--- config.mk ---
export PLATFORM = sky130hd
export DESIGN_NAME = sram_1rw_req_ctrl
export DESIGN_NICKNAME = d
export VERILOG_FILES = /design/src/rtl/sram_1rw_req_ctrl.sv
export SDC_FILE = /design/constraint.sdc
export NUM_CORES = 1
export LEC_CHECK = 0
export ABC_CLOCK_PERIOD_IN_PS = 50200
export CORE_AREA = 2 2 720 722
export CTS_BUF_LIST = sky130_fd_sc_hd__clkbuf_2
export DETAILED_ROUTE_END_ITERATION = 10
export DIE_AREA = 0 0 722 724
export PLACE_DENSITY_LB_ADDON = 0.2
export SYNTH_ARGS = -nofsm -noshare
export SYNTH_HDL_FRONTEND = slang
export SYNTH_SLANG_ARGS = --single-unit
export TNS_END_PERCENT = 1
--- constraint.sdc ---
create_clock -name clock -period 50.2 [get_ports clock]
set_clock_uncertainty 0.15 [all_clocks]
set_input_delay 7.53 -clock clock [delete_from_list [all_inputs] [get_ports clock]]
set_output_delay 7.53 -clock clock [all_outputs]
set_load 0.05 [all_outputs]
--- src/rtl/sram_1rw_req_ctrl.sv ---
// sram_1rw_req_ctrl: request front-end for a single-port 1RW masked SRAM macro.
// Zero-fills the array after reset (INIT), then arbitrates a write channel and a read
// channel onto the one RW port with a bounded-starvation rule for reads. Read data is
// captured into a credit-controlled response FIFO, so a stalled consumer never loses data.
// Optional build macro: SRAM_CTRL_PERF_CNT_EN adds write/read/conflict event counters.
module sram_1rw_req_ctrl #(
  parameter int unsigned ADDR_W     = 2,
  parameter int unsigned DATA_W     = 456,
  parameter int unsigned MASK_W     = 4,
  parameter int unsigned STARVE_MAX = 4,
  parameter int unsigned RESP_DEPTH = 2
) (
  input  logic              clock,
  input  logic              reset,
  output logic              init_done,
  input  logic              w_valid,
  output logic              w_ready,
  input  logic [ADDR_W-1:0] w_addr,
  input  logic [MASK_W-1:0] w_mask,
  input  logic [DATA_W-1:0] w_data,
  input  logic              r_valid,
  output logic              r_ready,
  input  logic [ADDR_W-1:0] r_addr,
  output logic              resp_valid,
  input  logic              resp_ready,
  output logic [DATA_W-1:0] resp_data,
  output logic              sram_en,
  output logic              sram_wmode,
  output logic [ADDR_W-1:0] sram_addr,
  output logic [MASK_W-1:0] sram_wmask,
  output logic [DATA_W-1:0] sram_wdata,
`ifdef SRAM_CTRL_PERF_CNT_EN
  output logic [31:0]       perf_wr_cnt,
  output logic [31:0]       perf_rd_cnt,
  output logic [31:0]       perf_conflict_cnt,
`endif
  input  logic [DATA_W-1:0] sram_rdata
);

  localparam int unsigned StarveW = $clog2(STARVE_MAX + 1);
  localparam int unsigned CntW    = $clog2(RESP_DEPTH + 1);
  localparam int unsigned PtrW    = (RESP_DEPTH > 1) ? $clog2(RESP_DEPTH) : 1;

  localparam logic [ADDR_W-1:0]  LastAddr  = {ADDR_W{1'b1}};
  localparam logic [StarveW-1:0] StarveMax = StarveW'(STARVE_MAX);
  localparam logic [CntW:0]      Depth     = (CntW + 1)'(RESP_DEPTH);
  localparam logic [PtrW-1:0]    LastPtr   = PtrW'(RESP_DEPTH - 1);

  typedef enum logic [0:0] {StInit, StRun} state_e;

  state_e              state_q, state_d;
  logic [ADDR_W-1:0]   init_addr_q, init_addr_d;
  logic [StarveW-1:0]  starve_q, starve_d;
  logic                inflight_q;
  logic [CntW-1:0]     count_q;
  logic [PtrW-1:0]     wptr_q, rptr_q;
  logic [DATA_W-1:0]   fifo_mem [RESP_DEPTH];

  logic                wr_grant, rd_grant;
  logic                rd_ok;
  logic [CntW:0]       credit_used;
  logic                fifo_push, fifo_pop;

  // A read may issue only if its response is guaranteed a FIFO slot (entries + in-flight).
  assign credit_used = {1'b0, count_q} + {{CntW{1'b0}}, inflight_q};
  assign rd_ok       = credit_used < Depth;

  assign init_done  = (state_q == StRun);
  assign resp_valid = (count_q != '0);
  assign resp_data  = fifo_mem[rptr_q];
  assign fifo_push  = inflight_q;
  assign fifo_pop   = resp_valid && resp_ready;
  assign w_ready    = wr_grant;
  assign r_ready    = rd_grant;

  // Arbitration, SRAM port drive, INIT sequencing and starvation counter next-state.
  always_comb begin
    state_d     = state_q;
    init_addr_d = init_addr_q;
    starve_d    = starve_q;
    wr_grant    = 1'b0;
    rd_grant    = 1'b0;
    sram_en     = 1'b0;
    sram_wmode  = 1'b0;
    sram_addr   = w_addr;
    sram_wmask  = w_mask;
    sram_wdata  = w_data;

    unique case (state_q)
      StInit: begin
        sram_en    = 1'b1;
        sram_wmode = 1'b1;
        sram_addr  = init_addr_q;
        sram_wmask = '1;
        sram_wdata = '0;
        if (init_addr_q == LastAddr) begin
          state_d = StRun;
        end else begin
          init_addr_d = init_addr_q + 1'b1;
        end
      end
      StRun: begin
        if (w_valid && r_valid) begin
          if (rd_ok && (starve_q == StarveMax)) begin
            rd_grant = 1'b1;
          end else begin
            wr_grant = 1'b1;
          end
        end else if (w_valid) begin
          wr_grant = 1'b1;
        end else if (r_valid) begin
          rd_grant = rd_ok;
        end

        // Only count write wins that actually delayed a read that could have issued.
        if (rd_grant || !r_valid) begin
          starve_d = '0;
        end else if (wr_grant && rd_ok && (starve_q != StarveMax)) begin
          starve_d = starve_q + 1'b1;
        end

        if (rd_grant) begin
          sram_en   = 1'b1;
          sram_addr = r_addr;
        end else if (wr_grant) begin
          sram_en    = 1'b1;
          sram_wmode = 1'b1;
        end
      end
      default: state_d = StInit;
    endcase

    // Nothing is issued or accepted while reset is asserted.
    if (reset) begin
      wr_grant = 1'b0;
      rd_grant = 1'b0;
      sram_en  = 1'b0;
    end
  end

  // Control state: FSM, init address, starvation counter, in-flight flag, FIFO pointers.
  always_ff @(posedge clock) begin
    if (reset) begin
      state_q     <= StInit;
      init_addr_q <= '0;
      starve_q    <= '0;
      inflight_q  <= 1'b0;
      count_q     <= '0;
      wptr_q      <= '0;
      rptr_q      <= '0;
    end else begin
      state_q     <= state_d;
      init_addr_q <= init_addr_d;
      starve_q    <= starve_d;
      inflight_q  <= rd_grant;
      if (fifo_push) begin
        wptr_q <= (wptr_q == LastPtr) ? '0 : wptr_q + 1'b1;
      end
      if (fifo_pop) begin
        rptr_q <= (rptr_q == LastPtr) ? '0 : rptr_q + 1'b1;
      end
      unique case ({fifo_push, fifo_pop})
        2'b10:   count_q <= count_q + 1'b1;
        2'b01:   count_q <= count_q - 1'b1;
        default: count_q <= count_q;
      endcase
    end
  end

  // Response storage; data is meaningless until counted, so it needs no reset.
  always_ff @(posedge clock) begin
    if (!reset && fifo_push) begin
      fifo_mem[wptr_q] <= sram_rdata;
    end
  end

`ifdef SRAM_CTRL_PERF_CNT_EN
  // Event counters; wrap naturally at 2**32.
  always_ff @(posedge clock) begin
    if (reset) begin
      perf_wr_cnt       <= '0;
      perf_rd_cnt       <= '0;
      perf_conflict_cnt <= '0;
    end else begin
      if (wr_grant) begin
        perf_wr_cnt <= perf_wr_cnt + 32'd1;
      end
      if (rd_grant) begin
        perf_rd_cnt <= perf_rd_cnt + 32'd1;
      end
      if ((state_q == StRun) && w_valid && r_valid) begin
        perf_conflict_cnt <= perf_conflict_cnt + 32'd1;
      end
    end
  end
`endif

endmodule

==> impl_metrics.toml, run 1 <==
[sta]
timing.fmax_mhz = 53.9
finalMaxSlewViolations = 98
grt_setup_unrepaired = "no"
layout_worst_path_cycle_share_pct = 36.9
least_margin_pin_slew_ns = 1.66
finalHoldViolCount = 0
totalNegativeSetupSlack_ns = 0
max-slew-margin-rel_pct = -10.9
setup_viol = 0
finalCriticalPeriod_ns = 18.55

[floorplan]
count_of_boundary_i_o_pins = 1849
total_die_area_sq_mm = 0.523
floorplan.die.height_um = 724
starting_density_of_the_core_pct = 7.11
floorplan.die.width_um = 722
floorplan_core_area_sq_mm = 0.515
row_count = 264

[finish]
area_delta_synth_final_pct = 86.6
nets = 5015
final.fill_count = 58300
final_layout_size_suffix_gt1_share_pct = 23.3
fin_cells = 12100

[worst_setup_path]
ff2ff_setup_slack_ns = 46.14
timing_worst_setup_path_type = "primary input to output pin"
worst_setup_path_start_kind = "primary input"
critPathRequiredTime_ns = 42.52
r2r.worst_path.cells = 5
path_max_fanout = 6
critical_path_arrival_ns = 10.87
rr_startpoint = "fifo_push"
worst_r2r_endpoint = "fifo_mem[1][407]"
setup.worst_path.end_class = "output pin"

[synthesis]
synth_common_cells = "edfxtp_1 (912), and2_1 (457), mux2_2 (456)"
synth_enable_flop_cells = 912
yosys.cell_types.count = 34
synth_top_cells_by_area = "edfxtp_1 (75%), mux2_2 (14%), and2_1 (7.8%)"
postSynth.asyncResetShare_pct = 0
post_synth.cell_area_avg_sq_um = 18.2
synth.most_common_cell = "edfxtp_1"
yosys_register_bits = 924
syn-instance-count = 2009
most_area_hungry_cell_type_in_the_yosys_netlist = "edfxtp_1"
sequential_to_total_area_share_from_yosys_stat_pct = 75.4
mappedNetlistArea_sq_mm = 0.0366
synth_ff_type = "edfxtp_1"
yosysTopAreaCellShare_pct = 74.7
syn-num-nets = 2938
yosys_warnings = 0

[global_routing]
wire_length_of_the_first_global_routing_pass_mm = 485
grt_overflow = 0
grt_start_max_net_pins = 175
grt_util_all_layers_pct = 15.6
first_global_vias = 29800
antenna_found_initial = 406

[routing]
wirelength_mm = 428
drt.antenna.violating_nets = 4
viasPerCell = 2.56
num_vias = 31100
dr.pass1.iters = 5
drc_errors = 0
wl_per_cell_um = 35.2
count_of_routing_violations_after_the_opening_detailed_route_iteration = 1720

[placed_design]
gp_congestion = 1.09
numPortBuffers = 1848
placed_cells = 10600
detailedPlacementHpwl_mm = 372

[clock_network]
cts_resized = 0
cts_tree = "yes"
cts_num_sinks = 924
htreeDepth = 5
cts_root_buf = "clkbuf_2"
clock_latency_ns = 1.90
postCtsSetupBuffers = 0
number_of_hold_repair_buffers_added_at_the_cts_stage = 0
cts.reportedPaths.clkPinSlew_ns = 0.08
cts-buffers-inserted = 300
clock_tree.buffer_depth = 4

[outcome]
outcome = "finished, violations left"
violations = "antenna rules, capacitance limit, slew limit"

[worst_hold_path]
worstHoldPathCells = 2
hold-path-endpoint = "init_addr_q[1]"
timing.hold.worst.start = "init_addr_q[1]"
tightest_hold_check_type = "flip-flop to flip-flop"

[job]
total_of_max_cap_violations = 5

[power]
power_per_cell_area_mw_per_mm2 = 30.4
leakage_nw = 20.6
max-vdd-ir-drop_v = 0.0000125
per-layer routing:
metal  routed length, um  GRT usage, %
met3               27100          4.42
met2              258000          33.3
met1               99900          10.4
met4               42700          13.4
met5                 265             0
placed cells by master, fill, tap and decap left out, types with 3 or more instances in the layout:
master / Yosys / routed
clkdlybuf4s50_1: 0 / 1796
diode_2: 0 / 1080
edfxtp_1: 912 / 912
and2_1: 457 / 457
mux2_2: 456 / 456
clkbuf_2: 10 / 423
buf_4: 45 / 55
clkinv_1: 0 / 42
buf_2: 9 / 21
dfxtp_1: 12 / 10
nor2_1: 8 / 8
inv_2: 0 / 7
nand2b_1: 6 / 6
inv_1: 6 / 6
buf_12: 0 / 6
nand2_1: 5 / 5
clkinvlp_4: 0 / 5
clkinv_2: 0 / 5
a31oi_1: 4 / 4
a21oi_1: 4 / 4
xnor2_1: 4 / 4
ha_1: 4 / 4
clkinv_4: 0 / 3
cells by family (layout without fill, tap and decap cells):
family | Yosys count | in the layout | synth area share, %
DFF | 924 | 924 | 75.4
and+or+nand+nor | 489 | 489 | 8.28
other | 0 | 1080 | 0
xor gates and xnor gates | 5 | 5 | 0.120
buffers and inverters | 111 | 2374 | 1.66
muxes | 456 | 456 | 14.0
AOI/OAI and AO/OA | 20 | 20 | 0.379
adders and majority gates | 4 | 4 | 0.137
metrics by stage:
stage	power [mW]	cell area, sq um	hold slack [ns]	util [%]	setup slack [ns]
6_report	2.08	68400	0.389	13.3	31.65
5_1_grt	2.17	68000	0.424	13.2	31.49
4_1_cts	2.15	65700	0.390	12.7	31.34
3_5_place_dp	1.49	63200	0.377	12.3	31.35
3_3_place_gp	1.49	63200	0.366	12.3	31.32
2_1_floorplan	1.12	36600	0.316	-	7.46
registers in the layout, indices dropped and copies added, names as in the netlist, named ones only:
signal and cells:
init_addr_q 2, count_q 2, rptr_q 1, starve_q 3, init_done 1, fifo_push 1, wptr_q 1, fifo_mem 912
worst max path at each step:
stage	to	slack (ns)	startpoint
after global placement	sram_wmode	31.32	w_valid
after detailed placement	r_ready	31.35	w_valid
after CTS	r_ready	31.34	w_valid
after global routing	r_ready	31.49	w_valid
final	r_ready	31.65	w_valid
after floorplan	fifo_mem[1][0]	7.46	reset
power breakdown:
group | total, mW | switching (mW) | internal (mW)
sequential | 0.857 | 0.00622 | 0.851
combinational | 0.607 | 0.434 | 0.173
clock | 0.617 | 0.383 | 0.234
total | 2.08 | 0.823 | 1.26
critical path, cell delays in order:
cell	delay [ns]
clkdlybuf4s50_1	0.70
a21bo_2	0.38
and3_4	0.26
nor3b_1	0.97
clkdlybuf4s50_1	0.99
final cells by class:
class / count / area (sq um) / share of cell area [%]
well taps: 6783 / 8490 / 12.4
flip-flops and latches: 924 / 27600 / 40.4
repair buffers: 1880 / 18600 / 27.2
diodes: 1080 / 2700 / 3.95
inverters: 6 / 22.5 / 0.0329
clock inverters: 67 / 362 / 0.529
clock buffers: 421 / 2110 / 3.08
multi-input cells: 974 / 8430 / 12.3
Power figures use the tool's default switching activity.
==> run 2: changes to the inputs <==
- ABC_CLOCK_PERIOD_IN_PS: 50200 -> 18500
- clock period: 50.2 -> 18.5 ns (I/O delays scaled with it)
==> run 2 against run 1 <==
The run ends with capacitance limit, slew limit left; worst setup slack worse by 23 ns; die area stayed put; sequential share of layout area is 0.50 points higher; via count is 2.2% lower; power grew to 2.7 times the previous value; global-route usage is 0.12 points higher; sequential cell count stayed put; largest power group unchanged.
==> impl_metrics.toml, run 2 (synthesized netlist as in run 1, its figures left out) <==
[clock_network]
cts_num_sinks = 924
cts-buffers-inserted = 307
clock_latency_ns = 1.80
number_of_hold_repair_buffers_added_at_the_cts_stage = 0
cts_root_buf = "clkbuf_2"
postCtsSetupBuffers = 0
htreeDepth = 5
cts_resized = 0
cts_tree = "yes"
cts.reportedPaths.clkPinSlew_ns = 0.09
clock_tree.buffer_depth = 4

[floorplan]
count_of_boundary_i_o_pins = 1849
row_count = 264
total_die_area_sq_mm = 0.523
floorplan.die.width_um = 722
floorplan.die.height_um = 724
starting_density_of_the_core_pct = 7.11
floorplan_core_area_sq_mm = 0.515

[global_routing]
grt_util_all_layers_pct = 15.7
grt_overflow = 0
wire_length_of_the_first_global_routing_pass_mm = 490
antenna_found_initial = 370
grt_start_max_net_pins = 159
first_global_vias = 30000

[sta]
layout_worst_path_cycle_share_pct = 51.0
finalCriticalPeriod_ns = 9.44
least_margin_pin_slew_ns = 1.63
finalHoldViolCount = 0
totalNegativeSetupSlack_ns = 0
max-slew-margin-rel_pct = -9.12
finalMaxSlewViolations = 95
grt_setup_unrepaired = "no"
setup_viol = 0
timing.fmax_mhz = 106
setup_ws_ns = 9.06

[worst_setup_path]
critPathRequiredTime_ns = 15.58
crit_path_top_delay_cell = "buf_4"
crit_path_cell_trace = "buf_12 -> buf_4 -> buf_4 -> mux2_2 -> clkdlybuf4s50_1"
cp_num_buf_inv = 4
critical_path_arrival_ns = 6.51
path_max_fanout = 73
worst_setup_path_start_kind = "flip-flop"
max_stage_delay_ns = 0.95
crit_top_cell = "buf_4"
setup.worst_path.end_class = "output pin"
timing_worst_setup_path_type = "flip-flop to output pin"
cpLargestDelayFamily = "buffers and inverters"

[routing]
dr.pass1.iters = 4
wl_per_cell_um = 36.5
drt.antenna.violating_nets = 0
drc_errors = 0
count_of_routing_violations_after_the_opening_detailed_route_iteration = 1620
num_vias = 30400
wirelength_mm = 430
viasPerCell = 2.57

[worst_hold_path]
tightest_hold_check_type = "flip-flop to flip-flop"

[placed_design]
numPortBuffers = 1848
detailedPlacementHpwl_mm = 373
detailed_place.area_sq_mm = 0.0632
detailedPlace.worstSlack_ns = 10.30
placed_cells = 10600
gp_congestion = 1.13

[outcome]
violations = "capacitance limit, slew limit"
outcome = "finished, violations left"

[power]
max-vdd-ir-drop_v = 0.0000363
power_per_cell_area_mw_per_mm2 = 84.3
leakage_nw = 20.8

[finish]
max_flop_register = "fifo_mem"
final_common_cell = "clkdlybuf4s50_1"
final_cell_mix = "clkdlybuf4s50_1 (1758), edfxtp_1 (912), and2_1 (457), mux2_2 (456), clkbuf_2 (416)"
fin_util_pct = 13.1
area_delta_synth_final_pct = 84.3
largest_register_ff_count = 912
regArea_sq_mm = 0.0276
final.fill_count = 58200
nets = 5031
final_layout_size_suffix_gt1_share_pct = 24.2
fin_cells = 11800
largest_registers = "fifo_mem: 912 flops, starve_q: 3 flops"
design_area_sq_mm = 0.0675
multi_input_area_sq_mm = 0.00844

[job]
total_of_max_cap_violations = 3
==> run 2: power breakdown <==
part / internal (mW) / switching (mW) / leakage, nW
logic: 0.468 / 1.18 / 10.5
clock network: 0.658 / 1.07 / 1.93
registers: 2.31 / 0.0103 / 8.29
==> run 2: area by class of cell <==
class | instances | share of cell area [%]
Timing Repair Buffer | 1889 | 27.5
Clock buffer | 416 | 3.08
Multi-Input combinational cell | 974 | 12.5
Antenna cell | 734 | 2.72
Sequential cell | 924 | 40.9
Clock inverter | 72 | 0.634
Inverter | 6 | 0.0334
Tap cell | 6783 | 12.6
==> run 2: layer usage <==
metal	share of wire [%]	global-route usage, %	wire, um
met1	25	11.2	107000
met2	60	33.6	260000
met3	7.3	4.99	31300
met4	7.3	10.3	31500
met5	0.11	0	491
==> run 2: final timing paths <==
check / startpoint / endpoint / slack [ns] / depth (start not counted)
hold / removal: init_addr_q[1] / init_addr_q[1] / 0.36 / 2
setup reg to reg: fifo_push / fifo_mem[0][57] / 14.30 / 5
setup / recovery: flip-flop / resp_data[64] / 9.06 / 5
hold reg to reg: init_addr_q[1] / init_addr_q[1] / 0.36 / 2
==> run 2: tightest hold or removal path, stage by stage (launching register included) <==
cell and delay [ns]:
dfxtp_1 0.34, o21ai_0 0.07, a21oi_1 0.06
==> run 2: through the flow <==
stage	power, mW	hold slack [ns]
after CTS	5.90	0.355
after global placement	4.05	0.352
final	5.69	0.359
after global routing	5.96	0.402
after floorplan	3.03	0.316
after detailed placement	4.05	0.339
